File: src/rtl/matrix_stamp_accumulator.sv
// Read-modify-write sequencer: stamps +/- float contributions into the matrix RAM through
// a RAM_LAT-cycle read, an ADD_LAT-cycle adder and a port-B write-back.
module matrix_stamp_accumulator #(
  parameter int unsigned ADDR_W  = 12,
  parameter int unsigned DATA_W  = 32,
  parameter int unsigned RAM_LAT = 2,
  parameter int unsigned ADD_LAT = 7,
  parameter int unsigned CNT_W   = 16
) (
  input  logic              clk,
  input  logic              program_reset,
  input  logic              req_valid,
  output logic              req_ready,
  input  logic [ADDR_W-1:0] req_addr,
  input  logic [DATA_W-1:0] req_data,
  input  logic              req_sub,
  output logic              busy,
  output logic [CNT_W-1:0]  stamp_count,
  output logic [ADDR_W-1:0] matrix_addr_a,
  output logic [DATA_W-1:0] matrix_data_a,
  output logic              matrix_wren_a,
  input  logic [DATA_W-1:0] matrix_out_a,
  output logic [ADDR_W-1:0] matrix_addr_b,
  output logic [DATA_W-1:0] matrix_data_b,
  output logic              matrix_wren_b,
  output logic [DATA_W-1:0] adder_data_a,
  output logic [DATA_W-1:0] adder_data_b,
  input  logic [DATA_W-1:0] adder_out
);

  localparam int unsigned D = RAM_LAT + ADD_LAT;

  // Stage k holds the stamp accepted k+1 cycles ago.
  logic [D-1:0]      valid_q;
  logic [ADDR_W-1:0] addr_q [D];
  logic [DATA_W-1:0] op_q   [D];
  logic [ADDR_W-1:0] addr_a_q;
  logic [CNT_W-1:0]  count_q;

  logic              hazard;
  logic              accept;
  logic [DATA_W-1:0] operand;

  // A port-A read must not overtake any in-flight write to the same cell.
  always_comb begin
    hazard = 1'b0;
    for (int k = 0; k < int'(D); k++) begin
      if (valid_q[k] && (addr_q[k] == req_addr)) hazard = 1'b1;
    end
  end

  assign req_ready = !program_reset && !hazard;
  assign accept    = req_valid && req_ready;
  assign operand   = {req_data[DATA_W-1] ^ req_sub, req_data[DATA_W-2:0]};

  always_ff @(posedge clk) begin
    if (program_reset) begin
      valid_q  <= '0;
      addr_a_q <= '0;
      count_q  <= '0;
      for (int k = 0; k < int'(D); k++) begin
        addr_q[k] <= '0;
        op_q[k]   <= '0;
      end
    end else begin
      valid_q   <= {valid_q[D-2:0], accept};
      addr_q[0] <= req_addr;
      op_q[0]   <= operand;
      for (int k = 1; k < int'(D); k++) begin
        addr_q[k] <= addr_q[k-1];
        op_q[k]   <= op_q[k-1];
      end
      if (accept) addr_a_q <= req_addr;
      if (valid_q[D-1]) count_q <= count_q + CNT_W'(1);
    end
  end

  assign matrix_addr_a = program_reset ? '0 : (accept ? req_addr : addr_a_q);
  assign matrix_data_a = '0;
  assign matrix_wren_a = 1'b0;

  assign adder_data_a = matrix_out_a;
  assign adder_data_b = op_q[RAM_LAT-1];

  assign matrix_wren_b = valid_q[D-1] && !program_reset;
  assign matrix_addr_b = program_reset ? '0 : addr_q[D-1];
  assign matrix_data_b = adder_out;

  assign busy        = (|valid_q) && !program_reset;
  assign stamp_count = count_q;

endmodule

File: config.mk
export PLATFORM = sky130hd
export DESIGN_NAME = matrix_stamp_accumulator
export DESIGN_NICKNAME = d
export VERILOG_FILES = /design/src/rtl/matrix_stamp_accumulator.sv
export SDC_FILE = /design/constraint.sdc
export NUM_CORES = 1
export LEC_CHECK = 0
export BUFFER_PORTS_ARGS = -buffer_cell sky130_fd_sc_hd__buf_2
export CAP_MARGIN = 40
export CORE_ASPECT_RATIO = 1.75
export CORE_MARGIN = 2
export CORE_UTILIZATION = 43
export DETAILED_ROUTE_END_ITERATION = 10
export GPL_TIMING_DRIVEN = 0
export PLACE_DENSITY_LB_ADDON = 0.1
export SLEW_MARGIN = 15
export SYNTH_ARGS = -nofsm -noshare
export SYNTH_HDL_FRONTEND = slang
export SYNTH_SLANG_ARGS = --single-unit
File: constraint.sdc
create_clock -name clk -period 9.02 [get_ports clk]
set_input_delay 2.706 -clock clk [delete_from_list [all_inputs] [get_ports clk]]
set_output_delay 2.706 -clock clk [all_outputs]
set_load 0.005 [all_outputs]
# [Word-level counts from Yosys, hierarchy flattened]
# Memories as Yosys holds them, arrays and structs flattened.
# Cells that the tools add are included.
# W data, S select, Z words.
[totals] wordCells=83 ram_bits=396 n_memories=2 register_bits=37 out_inout_bits=172
[mem_list] name="op_q" words=9 word_bits=32 rd=8 rd_ports_with_merged_regs=0 write_ports=9 line="36" rtl="logic [DATA_W-1:0] op_q [D];"
[mem_list] name="addr_q" words=9 word_bits=12 rd=9 rd_ports_with_merged_regs=0 write_ports=9 line="35" rtl="logic [ADDR_W-1:0] addr_q [D];"
[classes] n_eq_ne=9 n_reduce_logical=16 mux=33 n_addsub=1 bitwise=19
[ops] operator="$mux W32" count=9
[ops] operator="$mux W12" count=12
[ops] operator="$eq A12 B12 Y1" count=9
[ops] operator="$or A1 B1 Y1" count=18
[ops] operator="$add A16 B1 Y16 const B" count=1
[ops] operator="$logic_and A1 B1 Y1" count=13
[ops] operator="$mux W1" count=12
[ops] operator="$reduce_or A9 Y1" count=1
[ops] operator="$logic_not A1 Y1" count=2
[ops] operator="$xor A1 B1 Y1" count=1

# [Logic depth before layout (Yosys ltp)]
# Gate-level depths: netlist of the first run.
# An unclocked memory read counts as a cell.
[depth] depth_word=17 ltp_mapped=8 ltp_nobuf=6

# [Worst setup path after synthesis of the first run]
# OpenSTA, ideal clock, no wires.
[synth_timing] path_type="input to output" from="in req_addr[9]" to="out matrix_addr_a[10]" arrival_time_ns=4.231 path_stages=8 slack_ns=2.083 required_time_ns=6.314 path_cell_list="buf_4 > xnor2_1 > nand4_1 > nor4_1 > a2111o_1 > buf_4 > o41ai_2 > a21oi_1"
[synth_between] elab_chain_len=16 word_cells_on_any_way=32 classes_between="eq/ne (9); mux (11); reduce/logical (12)"
[synth_lines] element="start, declared" line="14" rtl="input logic [ADDR_W-1:0] req_addr,"
[synth_lines] element="$eq A12 B12 Y1" line="48" rtl="if (valid_q[k] && (addr_q[k] == req_addr)) hazard = 1'b1;"
[synth_lines] element="$logic_and A1 B1 Y1" line="48"
[synth_lines] element="$mux W1 (8 in series)" line="48"
[synth_lines] element="$mux W1 *" line="48"
[synth_lines] element="$logic_not A1 Y1 *" line="52" rtl="assign req_ready = !program_reset && !hazard;"
[synth_lines] element="$logic_and A1 B1 Y1 *" line="52"
[synth_lines] element="$logic_and A1 B1 Y1 *" line="53" rtl="assign accept = req_valid && req_ready;"
[synth_lines] element="$mux W12 *"
[synth_lines] element="$mux W12 *" line="78" rtl="assign matrix_addr_a = program_reset ? '0 : (accept ? req_addr : addr_a_q);"
[synth_lines] element="end, declared" line="19" rtl="output logic [ADDR_W-1:0] matrix_addr_a,"
# Mark *: on every way between the ends. The rest lies on a longest branch, timed or not.

# [Final worst setup path of the first run]
[layout_timing] from="in req_addr[9]" to="out matrix_addr_a[9]"
[layout_between] elab_chain_len=16 word_cells_on_any_way=32 classes_between="eq/ne (9); mux (11); reduce/logical (12)"
[layout_lines] element="$eq A12 B12 Y1" line="48"
[layout_lines] element="$logic_and A1 B1 Y1" line="48"
[layout_lines] element="$mux W1 (9 in series)" line="48"
[layout_lines] element="$logic_not A1 Y1" line="52"
[layout_lines] element="$logic_and A1 B1 Y1" line="52"
[layout_lines] element="$logic_and A1 B1 Y1" line="53"
[layout_lines] element="$mux W12 *"
[layout_lines] element="$mux W12 *" line="78"
# Marked as above.

==> impl_metrics.csv, run 1 <==
group,metric,value,unit
outcome,status,"finished clean",
global_route,first_global_vias,5766,
timing,fin_setup_tns,0,ns
setup_path,critPathMaxFanout,10,
detailed_routing,viasPerCell,4.47,
timing,drv_slew,0,
clock_tree,clk_latency,0.48,ns
synthesis,ys_warn_count,0,
worst_hold_path,min_path_type,"flop to flop",
synthesis,postSynthCellCount,844,
synthesis,ys_seq_area_share,48.4,%
timing,maxSlewHeadroom,47.8,%
synthesis,synth_ff_type,"dfxtp_1",
timing,hold_viol,0,
synthesis,synthTopCellsByArea,"dfxtp_1 (48%), nor2b_1 (14%), buf_4 (11%)",
clock_tree,cts_hold_buffers,0,
die,coreArea,19700,um^2
synthesis,yosysTopAreaCell,"dfxtp_1",
synthesis,synth_seq_cells,209,
clock_tree,cts_tree,"yes",
cells_and_area,layout-drive-gt1-share,33.4,%
timing,setup_viol,0,
timing,hold_ws,0.432,ns
place,gp_congestion,0.792,
global_route,track_usage,18.0,%
run,drv_cap,0,
setup_path,arrival,4.97,ns
detailed_routing,drt_iter0_markers,96,
timing,period_needed,7.68,ns
global_route,grt_max_degree,16,
detailed_routing,wl_met2,11900,um
timing,finClkSkew,0.00765,ns
detailed_routing,drt_drc_violations_left,0,
timing,fmax,0.130,GHz
clock_tree,numCtsBuffers,21,
synthesis,yosysTopAreaCellShare,48.4,%
clock_tree,clock-sinks,209,
clock_tree,ctsResizeCount,0,
clock_tree,clock_path_buffers,3,
setup_path,critPathLaunchType,"input pin",
detailed_routing,wl_met3,1200,um
global_route,antenna_found_initial,0,
setup_path,reg2reg_slack,6.62,ns
detailed_routing,wl_met1,6290,um
synthesis,synth_edf_count,0,
setup_path,cp_data_required_time,6.31,ns
timing,period_share,85.1,%
setup_path,crit_type,"input pin to output pin",
clock_tree,post-cts-setup-buffers,0,
detailed_routing,drtPass1Iterations,4,
global_route,grt_pass1_wl,29900,um
detailed_routing,wire_per_inst,15.1,um
detailed_routing,antenna_left,0,
die,initial_core_util,43.8,%
clock_tree,clkTransAtPathRegs,0.06,ns
synthesis,async_reset_ff_share,0,%
timing,rsz0062_at_grt,"false",
place,dp_hpwl,16000,um
die,pin_count,284,
timing,tightest_slew,0.777,ns
cells_and_area,n_antenna_cell,0,
power,p_leak,4.68,nW
die,die_w,111,um
cells_and_area,nFillCells,1832,
die,fp.dieArea,21300,um^2
cells_and_area,syn_to_final_growth,23.3,%
setup_path,crit_path_end_kind,"output pin",
clock_tree,clockRootBuffer,"clkbuf_16",
detailed_routing,vias,5940,
synthesis,synth.avg_cell_area,10.2,um^2
global_route,grt_overflow,0,
die,die_height,192,um
clock_tree,ctsHtreeMaxLevel,1,
detailed_routing,drt-total-wl,20000,um
power,powerDensity,192,nW/um^2
cells_and_area,final_nets,1186,
cells_and_area,seq_area,4180,um^2
synthesis,synth_cell_type_count,30,
power,ir_drop,213,uV
cells_and_area,multi_input_area,3330,um^2
detailed_routing,highest_layer,"met4",
place,port_buffers,174,
synthesis,syn_area,8640,um^2
die,rows,68,
==> logic make-up after synthesis <==
family,after synthesis,synth area share (%)
AND/OR/NAND/NOR,303,21.0
flip-flops,209,48.4
buffers and inverters,176,14.4
adder cells (fa/ha/maj),1,0.145
XOR/XNOR,124,12.6
multiplexers,1,0.116
other,1,0.0434
AO/OA/AOI/OAI,29,3.37
==> power by group <==
| group | internal [W] | switching, W | total [W] |
|---|---|---|---|
| sequential | 0.000947 | 0.00000883 | 0.000956 |
| clock | 0.000558 | 0.000350 | 0.000908 |
| combinational | 0.0000965 | 0.0000831 | 0.000180 |
| total | 0.00160 | 0.000442 | 0.00204 |
==> flip-flops by register name, summed over array words and instances (netlist names) <==
signal / count
op_q: 64
addr_a_q: 12
stamp_count: 16
addr_q: 108
valid_q: 9
==> cell type report <==
class / instances / share of cell area (%)
Sequential cell: 209 / 39.3
Multi-Input combinational cell: 491 / 31.3
Buffer: 175 / 11.6
Timing Repair Buffer: 174 / 8.18
Clock buffer: 26 / 5.30
Tap cell: 245 / 2.88
Clock inverter: 8 / 1.40
Inverter: 1 / 0.0352
==> path summary, 6_finish.rpt <==
check,startpoint,end,cells past startpoint
setup / recovery,req_addr[9],matrix_addr_a[9],9
hold / removal,op_q[0][25],op_q[0][57],1
setup reg to reg,valid_q[8],addr_a_q[9],7
hold reg to reg,op_q[0][25],op_q[0][57],1
==> layout by cell type (no fill, tap or decap), drive strengths merged, types with 4 or more instances in the layout <==
cell type,netlist,final
xor2,28,28
dfxtp,209,209
nor4,13,13
nand4,31,31
clkbuf,30,56
nand3,10,10
and2,13,13
buf,145,319
xnor2,96,96
conb,1,33
o41ai,12,12
nand2,13,13
a21oi,12,12
and3,6,6
nor2b,193,193
nor2,19,19
bufinv,0,4
==> cells in the mapped netlist, types with 12 or more instances <==
| cell type | number |
|---|---|
| dfxtp_1 | 209 |
| xnor2_1 | 96 |
| clkbuf_1 | 30 |
| nor2b_1 | 193 |
| a21oi_1 | 12 |
| nand2_1 | 13 |
| nor2_1 | 19 |
| nand4_1 | 31 |
| nor4_1 | 13 |
| and2_1 | 13 |
| xor2_1 | 28 |
| buf_4 | 132 |
==> routing by layer <==
metal / vias to the layer above / global-route usage [%]
met2: 205 / 39.1
met4: 0 / 6.70
li1: 2994 / -
met1: 2707 / 15.6
met5: - / 0
met3: 34 / 3.39
==> per-stage QoR <==
step	area, um^2	worst slack [ns]	util [%]	total power (W)	cells
after detailed placement	9940	1.35	50.3	0.00116	1295
after floorplan	8760	2.08	-	0.00110	876
after global placement	9940	1.38	50.3	0.00116	1295
after CTS	10700	1.32	54.0	0.00207	1329
after global routing	10700	1.11	54.0	0.00212	1329
final	10700	1.34	54.0	0.00204	1329
==> critical path, cell delays in order <==
cell and delay (ns):
buf_4 0.18, xnor2_1 0.15, nand3_1 0.12, nor4_1 0.12
nor4_1 0.69, clkbuf_1 0.37, nand4_1 0.24, a21oi_1 0.24
buf_2 0.15
(Power assumes the default switching activity.)
==> run 2, diff against run 1 <==
--- a/config.mk
+++ b/config.mk
@@ -10,6 +10,7 @@
 export CORE_ASPECT_RATIO = 1.75
 export CORE_MARGIN = 2
 export CORE_UTILIZATION = 43
+export CTS_BUF_LIST = sky130_fd_sc_hd__clkbuf_8
 export DETAILED_ROUTE_END_ITERATION = 10
 export GPL_TIMING_DRIVEN = 0
 export PLACE_DENSITY_LB_ADDON = 0.1
==> run 2 against run 1 <==
Net effect:
- fmax barely moved
- clock-buffer cell count grew 14
- sequential share of layout area is 0.34 points higher
==> impl_metrics.csv, run 2 (synthesized netlist as in run 1, its figures left out) <==
group,metric,value,unit
detailed_routing,wl_met1,6200,um
setup_path,slowest_stage,"nor4_1",
timing,hold_viol,0,
cells_and_area,largest_reg_flops,108,
die,coreArea,19700,um^2
setup_path,crit_path_cell_trace,"buf_4 -> xnor2_1 -> nand3_1 -> nor4_1 -> nor4_1 -> clkbuf_1 -> nand4_1 -> a21oi_1 -> buf_2",
setup_path,crit_path_end_kind,"output pin",
cells_and_area,regMostFlops,"addr_q",
clock_tree,post-cts-setup-buffers,0,
power,ir_drop,101,uV
timing,tightest_slew,0.831,ns
detailed_routing,viasPerCell,4.45,
detailed_routing,wire_per_inst,14.8,um
setup_path,crit_type,"input pin to output pin",
timing,period_share,85.1,%
detailed_routing,vias,6008,
clock_tree,ctsResizeCount,0,
global_route,track_usage,18.0,%
setup_path,arrival,4.97,ns
place,dp_hpwl,16000,um
timing,period_needed,7.68,ns
power,total_power,0.00188,W
timing,fin_setup_tns,0,ns
setup_path,critPathLaunchType,"input pin",
detailed_routing,drt_drc_violations_left,0,
cells_and_area,utilization,53.5,%
detailed_routing,drtPass1Iterations,4,
power,p_leak,4.69,nW
place,gp_congestion,0.792,
clock_tree,ctsHtreeMaxLevel,1,
clock_tree,clk_latency,0.56,ns
cells_and_area,n_antenna_cell,0,
die,pin_count,284,
die,fp.dieArea,21300,um^2
global_route,grt_overflow,0,
setup_path,critPathMaxStageDelay,0.73,ns
cells_and_area,syn_to_final_growth,22.2,%
timing,finClkSkew,0.0133,ns
cells_and_area,final_common_cell,"dfxtp_1",
place,port_buffers,174,
timing,rsz0062_at_grt,"false",
timing,setup_viol,0,
detailed_routing,highest_layer,"met4",
global_route,first_global_vias,5799,
clock_tree,cts_tree,"yes",
clock_tree,clock_path_buffers,3,
detailed_routing,drt_iter0_markers,112,
outcome,status,"finished clean",
clock_tree,clock-sinks,209,
global_route,antenna_found_initial,0,
global_route,grt_max_degree,16,
cells_and_area,final_nets,1196,
setup_path,critPathMaxFanout,10,
global_route,grt_pass1_wl,29900,um
timing,maxSlewHeadroom,44.1,%
run,drv_cap,0,
clock_tree,clockRootBuffer,"clkbuf_8",
die,initial_core_util,43.8,%
timing,drv_slew,0,
power,powerDensity,178,nW/um^2
timing,fmax,0.130,GHz
setup_path,cp_data_required_time,6.31,ns
cells_and_area,layout-drive-gt1-share,34.1,%
worst_hold_path,min_path_type,"flop to flop",
detailed_routing,drt-total-wl,20000,um
die,rows,68,
detailed_routing,wl_met2,12000,um
detailed_routing,wl_met3,1220,um
die,die_height,192,um
clock_tree,clkTransAtPathRegs,0.06,ns
cells_and_area,final_cell_mix,"dfxtp_1 (209), nor2b_1 (193), buf_2 (176)",
clock_tree,cts_hold_buffers,0,
detailed_routing,antenna_left,0,
setup_path,worst_path_most_repeated_cell,"nor4_1",
die,die_w,111,um
clock_tree,numCtsBuffers,31,
==> run 2: worst paths after layout <==
kind | depth (start not counted) | startpoint | end | slack (ns)
worst max-delay path | 9 | req_addr[9] | matrix_addr_a[7] | 1.34
worst min-delay path | 1 | op_q[0][7] | op_q[0][39] | 0.44
worst min register to register | 1 | op_q[0][7] | op_q[0][39] | 0.44
worst max register to register | 7 | valid_q[8] | addr_a_q[7] | 6.57
==> run 2: stage by stage <==
step,setup slack (ns),hold slack [ns],cells,area (um^2)
floorplan,2.08,0.414,876,8760
global placement,1.38,0.417,1295,9940
detailed placement,1.35,0.422,1295,9940
CTS,1.34,0.436,1351,10600
global route,1.14,0.452,1351,10600
finish,1.34,0.435,1351,10600
==> run 2: final cells by class <==
cell class / count / area (um^2)
well taps: 245 / 307
clock buffers: 40 / 551
fillers: 1860 / 9180
multi-input cells: 491 / 3330
flip-flops and latches: 209 / 4180
plain buffers: 175 / 1240
clock inverters: 16 / 70.1
repair buffers: 174 / 871
inverters: 1 / 3.75
==> run 2: layer usage <==
layer / up-vias / global-route usage [%]
li1: 3025 / -
met1: 2736 / 15.1
met2: 209 / 39.6
met3: 38 / 3.58
met4: 0 / 6.93
met5: - / 0
==> run 2: power by group <==
group | internal [W] | leakage (nW) | switching (W)
sequential | 0.000948 | 1.71 | 0.00000877
combinational | 0.0000965 | 2.63 | 0.0000827
clock | 0.000396 | 0.361 | 0.000348
==> run 2: worst max-delay path: cells and delay by family <==
kind / cells / cell delay, ns
and+or+nand+nor: 4 / 1.19
AOI/OAI and AO/OA: 1 / 0.23
xor gates and xnor gates: 1 / 0.15
buffers and inverters: 3 / 0.70
==> run 3, diff against run 2 <==
--- a/config.mk
+++ b/config.mk
@@ -13,7 +13,7 @@
 export CTS_BUF_LIST = sky130_fd_sc_hd__clkbuf_8
 export DETAILED_ROUTE_END_ITERATION = 10
 export GPL_TIMING_DRIVEN = 0
-export PLACE_DENSITY_LB_ADDON = 0.1
+export PLACE_DENSITY = 0.8
 export SLEW_MARGIN = 15
 export SYNTH_ARGS = -nofsm -noshare
 export SYNTH_HDL_FRONTEND = slang
==> run 3 against run 2 <==
Net effect:
- wire length grew 6.1%
- total power down 1.9%
- sequential share of layout area increased by 0.089 points
- critical endpoint is now matrix_addr_a[8]
- clock power down 4.8%
- fmax is 0.47% higher
- critical path depth unchanged
- register-to-register slack about the same
- design area down 0.22%
- critical path type unchanged
- highest routed layer is now met5
==> impl_metrics.csv, run 3 (synthesized netlist as in run 1, its figures left out) <==
group,metric,value,unit
outcome,status,"finished clean",
cells_and_area,nFillCells,1793,
clock_tree,clock-sinks,209,
clock_tree,ctsHtreeMaxLevel,1,
clock_tree,clockRootBuffer,"clkbuf_8",
detailed_routing,drt_drc_violations_left,0,
setup_path,cp_data_required_time,6.31,ns
global_route,grt_overflow,0,
clock_tree,numCtsBuffers,30,
die,rows,68,
timing,setup_viol,0,
setup_path,crit_path_end_kind,"output pin",
place,port_buffers,174,
timing,period_needed,7.64,ns
global_route,track_usage,19.0,%
power,combPwrFrac,9.7,%
timing,hold_viol,0,
detailed_routing,drt_iter0_markers,218,
clock_tree,clock_path_buffers,3,
setup_path,r2r_cells,7,
worst_hold_path,worstHoldStart,"op_q[0][28]",
setup_path,worstReg2RegStart,"valid_q[8]",
clock_tree,clk_latency,0.55,ns
setup_path,reg2reg_slack,6.57,ns
power,pwr-share-clk,38.4,%
timing,drv_slew,0,
cells_and_area,layout-drive-gt1-share,33.5,%
power,seq_power_share,51.9,%
detailed_routing,viasPerCell,4.54,
detailed_routing,vias,6139,
timing,fmax,0.131,GHz
cells_and_area,final_cell_mix,"dfxtp_1 (209), nor2b_1 (193), buf_2 (176)",
cells_and_area,syn_to_final_growth,21.9,%
place,gp_congestion,0.911,
timing,finClkSkew,0.0337,ns
die,pin_count,284,
clock_tree,clkTransAtPathRegs,0.06,ns
clock_tree,ctsResizeCount,0,
global_route,grt_max_degree,15,
die,fp.dieArea,21300,um^2
setup_path,critPathLaunchType,"input pin",
timing,finalWorstSetupSlack,1.38,ns
global_route,first_global_vias,5919,
power,powerDensity,175,nW/um^2
die,die_height,192,um
power,p_leak,4.69,nW
setup_path,r2r_end,"addr_a_q[9]",
power,intPower,0.00142,W
cells_and_area,regMostFlops,"addr_q",
worst_hold_path,worstHoldPathCells,1,
timing,rsz0062_at_grt,"false",
cells_and_area,largest_reg_flops,108,
timing,fin_setup_tns,0,ns
run,drv_cap,0,
die,die_w,111,um
place,dp_worst_setup_slack,1.45,ns
power,p_switching,0.000424,W
setup_path,crit_end,"matrix_addr_a[8]",
detailed_routing,drt-total-wl,21200,um
worst_hold_path,min_path_type,"flop to flop",
setup_path,arrival,4.94,ns
setup_path,critPathMaxFanout,10,
place,dp_hpwl,17200,um
die,initial_core_util,43.8,%
setup_path,startpoint,"req_addr[5]",
timing,maxSlewHeadroom,38.2,%
global_route,grt_pass1_wl,31000,um
cells_and_area,final_common_cell,"dfxtp_1",
power,ir_drop,137,uV
detailed_routing,drtPass1Iterations,4,
setup_path,crit_type,"input pin to output pin",
timing,tightest_slew,0.918,ns
clock_tree,cts_hold_buffers,0,
detailed_routing,wire_per_inst,15.7,um
power,swShare,23.0,%
detailed_routing,antenna_left,0,
clock_tree,post-cts-setup-buffers,0,
timing,period_share,84.7,%
die,coreArea,19700,um^2
clock_tree,cts_tree,"yes",
global_route,antenna_found_initial,9,
cells_and_area,final_nets,1195,
[run 3: changes by cell type in the layout (fill, tap and decap cells not counted), sizes merged]
cell      delta
diode        +5
clkinv       -4
inv          +4
clkbuf       -2
clkinvlp     -1
[run 3: metal layers]
metal,routed length (um),vias up,GRT usage [%]
met2,11700,280,37.8
met5,12,-,0
met4,689,2,7.79
li1,-,3026,-
met3,1980,47,5.07
met1,6880,2784,18.2
[run 3: worst max-delay path, stage by stage]
cell and delay, ns:
buf_6 0.14, xnor2_1 0.15, nand4_1 0.11, nor4_1 0.09, nor4_1 0.80, clkbuf_1 0.38
nand4_1 0.19, a21oi_1 0.20, buf_2 0.16
[run 3: worst min-delay path by stage]
stage	end	slack [ns]
after global placement	op_q[0][60]	0.42
after detailed placement	op_q[0][50]	0.42
after floorplan	op_q[0][32]	0.41
after global routing	op_q[0][62]	0.45
after CTS	op_q[0][50]	0.44
final	op_q[0][60]	0.43
[run 3: layout make-up]
cell class / count / area, um^2 / share of cell area, %
antenna: 5 / 12.5 / 0.119
timing repair buffer: 174 / 871 / 8.27
clock inverter: 15 / 61.3 / 0.582
sequential: 209 / 4180 / 39.7
buffer: 175 / 1240 / 11.7
multi-input combinational: 491 / 3330 / 31.7
inverter: 1 / 3.75 / 0.0356
tap: 245 / 307 / 2.91
clock buffer: 38 / 523 / 4.96
[run 3: power by group through the flow]
stage | Combinational [W] | Clock [W] | Sequential [W]
6_report | 0.000179 | 0.000708 | 0.000957
5_1_grt | 0.000195 | 0.000764 | 0.000958
2_1_floorplan | 0.000125 | 0 | 0.000975
4_1_cts | 0.000181 | 0.000720 | 0.000957
3_3_place_gp | 0.000178 | 0 | 0.000976
3_5_place_dp | 0.000181 | 0 | 0.000977
[run 3: through the flow]
step	hold slack, ns	utilization [%]	cells	area (um^2)	power (W)
final	0.434	53.4	1353	10500	0.00184
after detailed placement	0.422	50.3	1295	9940	0.00116
after global placement	0.417	50.3	1295	9940	0.00115
after floorplan	0.414	-	876	8760	0.00110
after global routing	0.451	53.3	1349	10500	0.00192
after CTS	0.437	53.3	1348	10500	0.00186
